--- src/rtl/program_sequencer.sv ---
// Program memory and start/halt sequencer that replays stored opcodes to the
// 4-bit processor core, one per clock, stopping at HALT_OP, the last word or halt_req.
module program_sequencer #(
  parameter int         DEPTH   = 16,
  parameter int         AW      = 4,
  parameter logic [3:0] HALT_OP = 4'b1111
) (
  input  logic          clk,
  input  logic          rst,
  input  logic          prog_we,
  input  logic [AW-1:0] prog_addr,
  input  logic [3:0]    prog_data,
  input  logic          start,
  input  logic          halt_req,
  output logic [3:0]    instruction,
  output logic          instr_valid,
  output logic [AW-1:0] pc,
  output logic          busy,
  output logic          done,
  output logic [AW:0]   issued_count
);

  typedef enum logic [1:0] {
    IDLE = 2'd0,
    RUN  = 2'd1,
    DONE = 2'd2
  } state_t;

  localparam logic [AW-1:0] PC_ONE  = AW'(1);
  localparam logic [AW-1:0] LAST_PC = AW'(DEPTH - 1);
  localparam logic [AW:0]   CNT_ONE = (AW + 1)'(1);

  state_t        state;
  state_t        state_nxt;
  logic [3:0]    mem [DEPTH];

  logic [3:0]    instr_nxt;
  logic          valid_nxt;
  logic [AW-1:0] pc_nxt;
  logic [AW:0]   count_nxt;
  logic          busy_nxt;
  logic          done_nxt;

  logic [AW-1:0] pc_inc;
  logic [3:0]    word_first;
  logic [3:0]    word_next;
  logic          run_end;

  function automatic logic [AW:0] count_inc(input logic [AW:0] count);
    count_inc = count + CNT_ONE;
  endfunction

  assign pc_inc     = pc + PC_ONE;
  assign word_first = mem[0];
  assign word_next  = mem[pc_inc];
  // pc == LAST_PC is tested before word_next, so the wrapped pc_inc is never used.
  assign run_end    = halt_req || (pc == LAST_PC) || (word_next == HALT_OP);

  // Program memory: writable only while not running, never cleared by reset.
  always_ff @(posedge clk) begin
    if (prog_we && (state != RUN)) begin
      mem[prog_addr] <= prog_data;
    end
  end

  always_comb begin
    state_nxt = state;
    instr_nxt = instruction;
    valid_nxt = instr_valid;
    pc_nxt    = pc;
    count_nxt = issued_count;
    unique case (state)
      IDLE, DONE: begin
        if (start) begin
          pc_nxt    = '0;
          count_nxt = '0;
          // word_first is the pre-write value even if prog_we hits address 0 this cycle.
          if (word_first != HALT_OP) begin
            instr_nxt = word_first;
            valid_nxt = 1'b1;
            count_nxt = CNT_ONE;
            state_nxt = RUN;
          end else begin
            instr_nxt = '0;
            valid_nxt = 1'b0;
            state_nxt = DONE;
          end
        end
      end
      RUN: begin
        if (run_end) begin
          instr_nxt = '0;
          valid_nxt = 1'b0;
          state_nxt = DONE;
        end else begin
          pc_nxt    = pc_inc;
          instr_nxt = word_next;
          count_nxt = count_inc(issued_count);
        end
      end
      default: begin
        instr_nxt = '0;
        valid_nxt = 1'b0;
        state_nxt = IDLE;
      end
    endcase
    busy_nxt = (state_nxt == RUN);
    done_nxt = (state_nxt == DONE);
  end

  always_ff @(posedge clk) begin
    if (rst) begin
      state        <= IDLE;
      instruction  <= '0;
      instr_valid  <= 1'b0;
      pc           <= '0;
      busy         <= 1'b0;
      done         <= 1'b0;
      issued_count <= '0;
    end else begin
      state        <= state_nxt;
      instruction  <= instr_nxt;
      instr_valid  <= valid_nxt;
      pc           <= pc_nxt;
      busy         <= busy_nxt;
      done         <= done_nxt;
      issued_count <= count_nxt;
    end
  end

endmodule

--- config.mk ---
export PLATFORM = sky130hd
export DESIGN_NAME = program_sequencer
export DESIGN_NICKNAME = d
export VERILOG_FILES = /design/src/rtl/program_sequencer.sv
export SDC_FILE = /design/constraint.sdc
export NUM_CORES = 1
export LEC_CHECK = 0
export CAP_MARGIN = 10
export CORE_AREA = 5 5 86 88
export DETAILED_ROUTE_END_ITERATION = 7
export DIE_AREA = 0 0 91 93
export GPL_TIMING_DRIVEN = 0
export MAX_ROUTING_LAYER = met4
export PLACE_DENSITY_LB_ADDON = 0.2
export SLEW_MARGIN = 5
export SYNTH_ARGS = -nofsm -noshare
export SYNTH_HDL_FRONTEND = slang
export SYNTH_SLANG_ARGS = --single-unit
export TNS_END_PERCENT = 10
--- constraint.sdc ---
create_clock -name clk -period 3.39 [get_ports clk]
set_clock_uncertainty 0.2 [all_clocks]
set_input_delay 0.339 -clock clk [delete_from_list [all_inputs] [get_ports clk]]
set_output_delay 0.339 -clock clk [all_outputs]
set_load 0.005 [all_outputs]
== Yosys cells after proc, flatten, opt, wreduce, memory -nomap -nowiden ==
Memories as Yosys holds them, arrays and structs flattened.
Index checks and enable logic that the tools add are counted.

* Add/subtract/negate cells: 2
* Equality and inequality tests: 11
* Muxes and demuxes: 21
* Reduce and logical (&&, ||, !) cells: 8

{| class="wikitable"
|+ Operators with widths
! operator !! count
|-
| $mux W4 || 5
|-
| $pmux W4 S2 || 2
|-
| $mux W5 || 2
|-
| $pmux W5 S2 || 1
|-
| $eq A4 B4 Y1 const B || 2
|-
| $mux W1 || 6
|-
| $mux W2 || 3
|-
| $ne A2 B2 Y1 const B || 3
|-
| $add A5 B1 Y5 const B || 1
|-
| $add A4 B1 Y4 const B || 1
|-
| $eq A2 B1 Y1 const B || 2
|-
| $eq A2 B2 Y1 const B || 2
|-
| $ne A4 B4 Y1 const B || 1
|-
| $pmux W2 S2 || 1
|-
| $reduce_and A3 Y1 || 1
|-
| $logic_not A2 Y1 || 1
|-
| $logic_or A1 B1 Y1 || 2
|-
| $ne A2 B1 Y1 const B || 1
|-
| $pmux W1 S2 || 1
|-
| $reduce_and A2 Y1 || 1
|-
| $reduce_bool A2 Y1 || 1
|-
| $reduce_or A2 Y1 || 1
|-
| $logic_and A1 B1 Y1 || 1
|}

* Register bits after elaboration: 18
* Memory bits (writable): 64
* Input bits: 13
* Output and inout bits: 16
* Logic and storage cells: 50
* Memories: 1

{| class="wikitable"
|+ Memory list
! memory !! words !! width !! rd ports !! clocked after memory_dff !! write ports !! line !! source
|-
| mem || 16 || 4 || 2 || 0 || 1 || 35 || <nowiki>logic [3:0] mem [DEPTH];</nowiki>
|}

== Logic depth before layout (Yosys ltp) ==
An unclocked memory read counts as a cell.

* Depth after elaboration: 7
* Depth in mapped cells: 11
* Gate-level depth less buffers: 8

== Least setup slack after synthesis ==
No wires, ideal clock.

* Kind: flip-flop to flip-flop
* Start: reg pc[0]
* End: reg issued_count[3]
* Library setup time: 0.120 ns
* Arrival time: 2.678 ns
* Data required time: 3.070 ns
* Path slack: 0.393 ns
* Stages on the path, launching flop included: 12
* Path buffers: 3
* Clock period less this slack: 2.997 ns
* Cell sequence: dfxtp_1 ha_1 buf_2 buf_4 mux2i_1 mux4_1 nor4_1 or2_2 and2_1 buf_6 nor4_1 a211o_1

* Cells in the longest elaborated chain, start to end: 6
* Elaborated cells on any way between the ends: 8
* Classes of those cells: add/sub (1); eq/ne (3); reduce/logical (3); memory (1)

{| class="wikitable"
|+ RTL lines
! element !! line !! source
|-
| start, declared || 17 || <nowiki>output logic [AW-1:0] pc,</nowiki>
|-
| start signal, assigned || 124 || <nowiki>pc <= pc_nxt;</nowiki>
|-
| $add A4 B1 Y4 || 53 || <nowiki>assign pc_inc = pc + PC_ONE;</nowiki>
|-
| $mem_v2 Z16 W4 || - ||
|-
| $eq A4 B4 Y1 || 57 || <nowiki>assign run_end = halt_req || (pc == LAST_PC) || (word_next == HALT_OP);</nowiki>
|-
| $logic_or A1 B1 Y1 * || 57 ||
|-
| $ne A2 B2 Y1 (no source line) * || - ||
|-
| $reduce_and A3 Y1 (no source line) * || - ||
|-
| end signal, assigned || 127 || <nowiki>issued_count <= count_nxt;</nowiki>
|-
| end, declared || 20 || <nowiki>output logic [AW:0] issued_count</nowiki>
|}

Mark *: on every way between the ends. The rest lies on a longest branch, timed or not.
A chain may end at the register's enable or synchronous reset.

== Final worst setup path ==
* Start: reg pc[0]
* End: reg pc[2]

* Cells in the longest elaborated chain, start to end: 6
* Elaborated cells on any way between the ends: 10
* Classes of those cells: add/sub (1); eq/ne (3); mux (2); reduce/logical (3); memory (1)

{| class="wikitable"
|+ RTL lines
! element !! line
|-
| $add A4 B1 Y4 || 53
|-
| $mem_v2 Z16 W4 || -
|-
| $eq A4 B4 Y1 || 57
|-
| $logic_or A1 B1 Y1 || 57
|-
| $ne A2 B2 Y1 (no source line) || -
|-
| $reduce_and A3 Y1 (no source line) || -
|}

Parallel ways exist; a longest one is shown, timed or not. The select of a mux whose other input is x is not followed.

==> results.json <==
{
  "num_io_pins": 29,
  "area.growth.synth_to_final_pct": 16.6,
  "cp-end-kind": "flop",
  "setup.worst_path.start_class": "flop",
  "firstDrtPassIters": 4,
  "synth_top_cell_area_share_pct": 53.0,
  "worst_path_max_delay_cell": "sky130_fd_sc_hd__or4_1",
  "ant_nets": 0,
  "critical_path.cell_chain": "ha_2 -> buf_2 -> buf_2 -> a2111oi_0 -> or4_1 -> o41ai_4 -> nand2_2 -> nor3_4 -> a22o_1",
  "floorplan.rows": 30,
  "multiInputGateArea_um2": 1270,
  "die_w_um": 91,
  "final_period_minus_worst_setup_slack_ps": 3250,
  "chipHeight_um": 93,
  "slew_headroom_pct": 54.9,
  "num-nets-final": 320,
  "crit_buf_inv": 2,
  "synth.ff_latch_count": 82,
  "netlist_instances": 267,
  "number_of_buffers_inserted_during_clock_tree_synthesis": 9,
  "worst_path_most_repeated_cell": "sky130_fd_sc_hd__buf_2",
  "cts_sinks": 82,
  "detailed_place_hpwl_mm": 4.91,
  "starting_density_of_the_core_pct": 55.2,
  "worst_hold_path_type": "in -> reg",
  "max_stage_delay_ps": 650,
  "synth.distinct_cells": 45,
  "synthMostInstantiatedCell": "sky130_fd_sc_hd__edfxtp_1",
  "core_area_um2": 6570,
  "synth_enable_flop_cells": 64,
  "status": "finished clean",
  "place.gp.congestion": 0.845,
  "drive_above_1_share_pct": 13.2,
  "numPortBuffers": 27,
  "clock_latency_on_the_worst_skew_pair_ps": 360,
  "postRouteWirelength_mm": 7.02,
  "mappedNetlistArea_um2": 3620,
  "pwr_density_cell_nw_per_um2": 475,
  "first_global_vias": 2201,
  "layout.area.seq_um2": 2280,
  "maxSlewViolCount": 0,
  "clk_root_buffer_cell": "sky130_fd_sc_hd__clkbuf_8",
  "ant_diodes": 0,
  "globalRouteTotalUtil_pct": 18.2,
  "starting_drt_drc_count": 169,
  "worst_reg_to_reg_setup_slack_ps": 140,
  "synth.yosys.warnings": 0,
  "timing.final.crit_share_pct": 95.8,
  "fin_setup_tns_ps": 0,
  "dominantRegCellSynth": "sky130_fd_sc_hd__edfxtp_1",
  "final_hold_viol_count": 0,
  "crit_type": "reg -> reg",
  "least_margin_pin_slew_ps": 674,
  "timing.final.setup_violations": 0,
  "ys_top_cells_by_area": "sky130_fd_sc_hd__edfxtp_1 (53%), sky130_fd_sc_hd__dfxtp_1 (9.9%), sky130_fd_sc_hd__mux2i_1 (8.0%)",
  "clock_path_buffers": 2,
  "tritoncts": "yes",
  "post_route_total_power_uw": 2010,
  "timing.critical_path.fanout_max": 10,
  "synth.net_count": 282,
  "fillers": 510,
  "post_cts_clock_slew_at_the_launch_and_capture_registers_of_the_worst_setup_and_hold_paths_ps": 90,
  "irDropWorstVdd_v": 0.000290,
  "leakage_uw": 0.00147,
  "maxClockFrequency_mhz": 308,
  "synth_top_cells_by_count": "sky130_fd_sc_hd__edfxtp_1 (64), sky130_fd_sc_hd__mux2i_1 (29), sky130_fd_sc_hd__dfxtp_1 (18), sky130_fd_sc_hd__nor2_1 (17), sky130_fd_sc_hd__a21oi_1 (16)",
  "detail_route.wl_per_cell_um": 18.0,
  "worst-endpoint-required_ps": 3500,
  "timing.critical_path.max_delay_family": "simple AND/OR/NAND/NOR gates",
  "fin_util_pct": 64.3,
  "drt_drc_violations_left": 0,
  "synth.yosys.seq_area_share_pct": 63.0,
  "die-area_um2": 8460,
  "grt_start_max_net_pins": 17,
  "detailroute.via_count": 2273,
  "arrival_ps": 3350,
  "grt-ovfl-total": 0,
  "htree_levels": 3,
  "setup_repair_after_global_routing_missed_its_margin": "no",
  "post_cts_buffers": 0,
  "yosysTopAreaCell": "sky130_fd_sc_hd__edfxtp_1",
  "drt-vias-per-instance": 5.83,
  "postSynthAreaPerCell_um2": 13.6,
  "maxCapViolations": 0,
  "grt_pass1_wl_mm": 11.5,
  "grt_antenna_before_repair": 0,
  "synth-async-reset-ratio_pct": 0
}
## cells by family after synthesis
kind of cell             share of synthesized area [%]
AO/OA/AOI/OAI                                     7.80
buffers and inverters                             2.55
XOR/XNOR                                         0.932
AND/OR/NAND/NOR                                   13.9
multiplexers                                      11.1
flip-flops                                        63.0
adder cells (fa/ha/maj)                          0.690
## power by group
group / internal, uW / switching [uW]
registers: 1100 / 9.31
clock network: 357 / 384
logic: 68.8 / 88.9
total: 1530 / 482
## cells in the final DEF (no fill, tap or decap), types with 3 or more instances in the layout
cell type / instances
sky130_fd_sc_hd__edfxtp_1: 64
sky130_fd_sc_hd__mux2i_1: 29
sky130_fd_sc_hd__clkdlybuf4s50_1: 27
sky130_fd_sc_hd__nor2_1: 17
sky130_fd_sc_hd__dfxtp_1: 17
sky130_fd_sc_hd__a21oi_1: 16
sky130_fd_sc_hd__nor3_1: 14
sky130_fd_sc_hd__nand2_1: 11
sky130_fd_sc_hd__nor2b_1: 11
sky130_fd_sc_hd__and3_1: 10
sky130_fd_sc_hd__clkbuf_8: 9
sky130_fd_sc_hd__nand3_1: 7
sky130_fd_sc_hd__a2111oi_0: 7
sky130_fd_sc_hd__buf_2: 5
sky130_fd_sc_hd__nand2b_1: 4
sky130_fd_sc_hd__a21o_1: 4
sky130_fd_sc_hd__buf_6: 3
sky130_fd_sc_hd__mux4_1: 3
sky130_fd_sc_hd__clkbuf_1: 3
sky130_fd_sc_hd__nor4_1: 3
sky130_fd_sc_hd__inv_6: 3
## state kept, by name, indices dropped and copies added (netlist names)
signal	flops
busy	1
issued_count	5
mem	64
instruction	4
pc	4
done	1
instr_valid	1
state	2
## area by class of cell
cell class | count | share of cell area, %
buffer | 14 | 2.13
multi-input combinational | 169 | 30.0
inverter | 2 | 0.178
sequential | 82 | 54.0
clock buffer | 9 | 2.93
timing repair buffer | 27 | 6.39
clock inverter | 7 | 1.98
tap | 80 | 2.37
## final timing paths
| kind | start | endpoint | cells past startpoint |
|---|---|---|---|
| worst max-delay path | pc[0] | pc[2] | 9 |
| worst min-delay path | rst | instruction[0] | 3 |
| worst max register to register | pc[0] | pc[2] | 9 |
| worst min register to register | instr_valid | instr_valid | 2 |
## tightest hold or removal path, delay by kind of cell
| family | cells | cell delay [ps] |
|---|---|---|
| compound gates | 1 | 180 |
| simple gates | 1 | 70 |
| buf+inv | 1 | 180 |
## metrics by stage
stage	worst slack, ps	instances	hold slack, ps	instance area [um^2]
global placement	33.2	374	264	4000
finish	144	390	254	4230
CTS	27.3	390	234	4210
floorplan	393	267	238	3620
global route	6.77	390	270	4230
detailed placement	25.5	374	283	4000
## repair_timing
action / in CTS / in global routing
endpoints found under the setup margin: 2 / 6
gates resized for setup: 1 / 6
hold buffers: 0 / 0
pin swaps: 0 / 1
## per-layer routing
layer  GRT usage (%)  wire length [um]  vias up
met5               -                 0        -
met4            6.60                93        0
met3            3.94               336       11
met2            28.2              3380       54
met1            23.7              3210     1095
li1                -                 -     1113
Note: power is estimated with default switching activity, not from simulation.
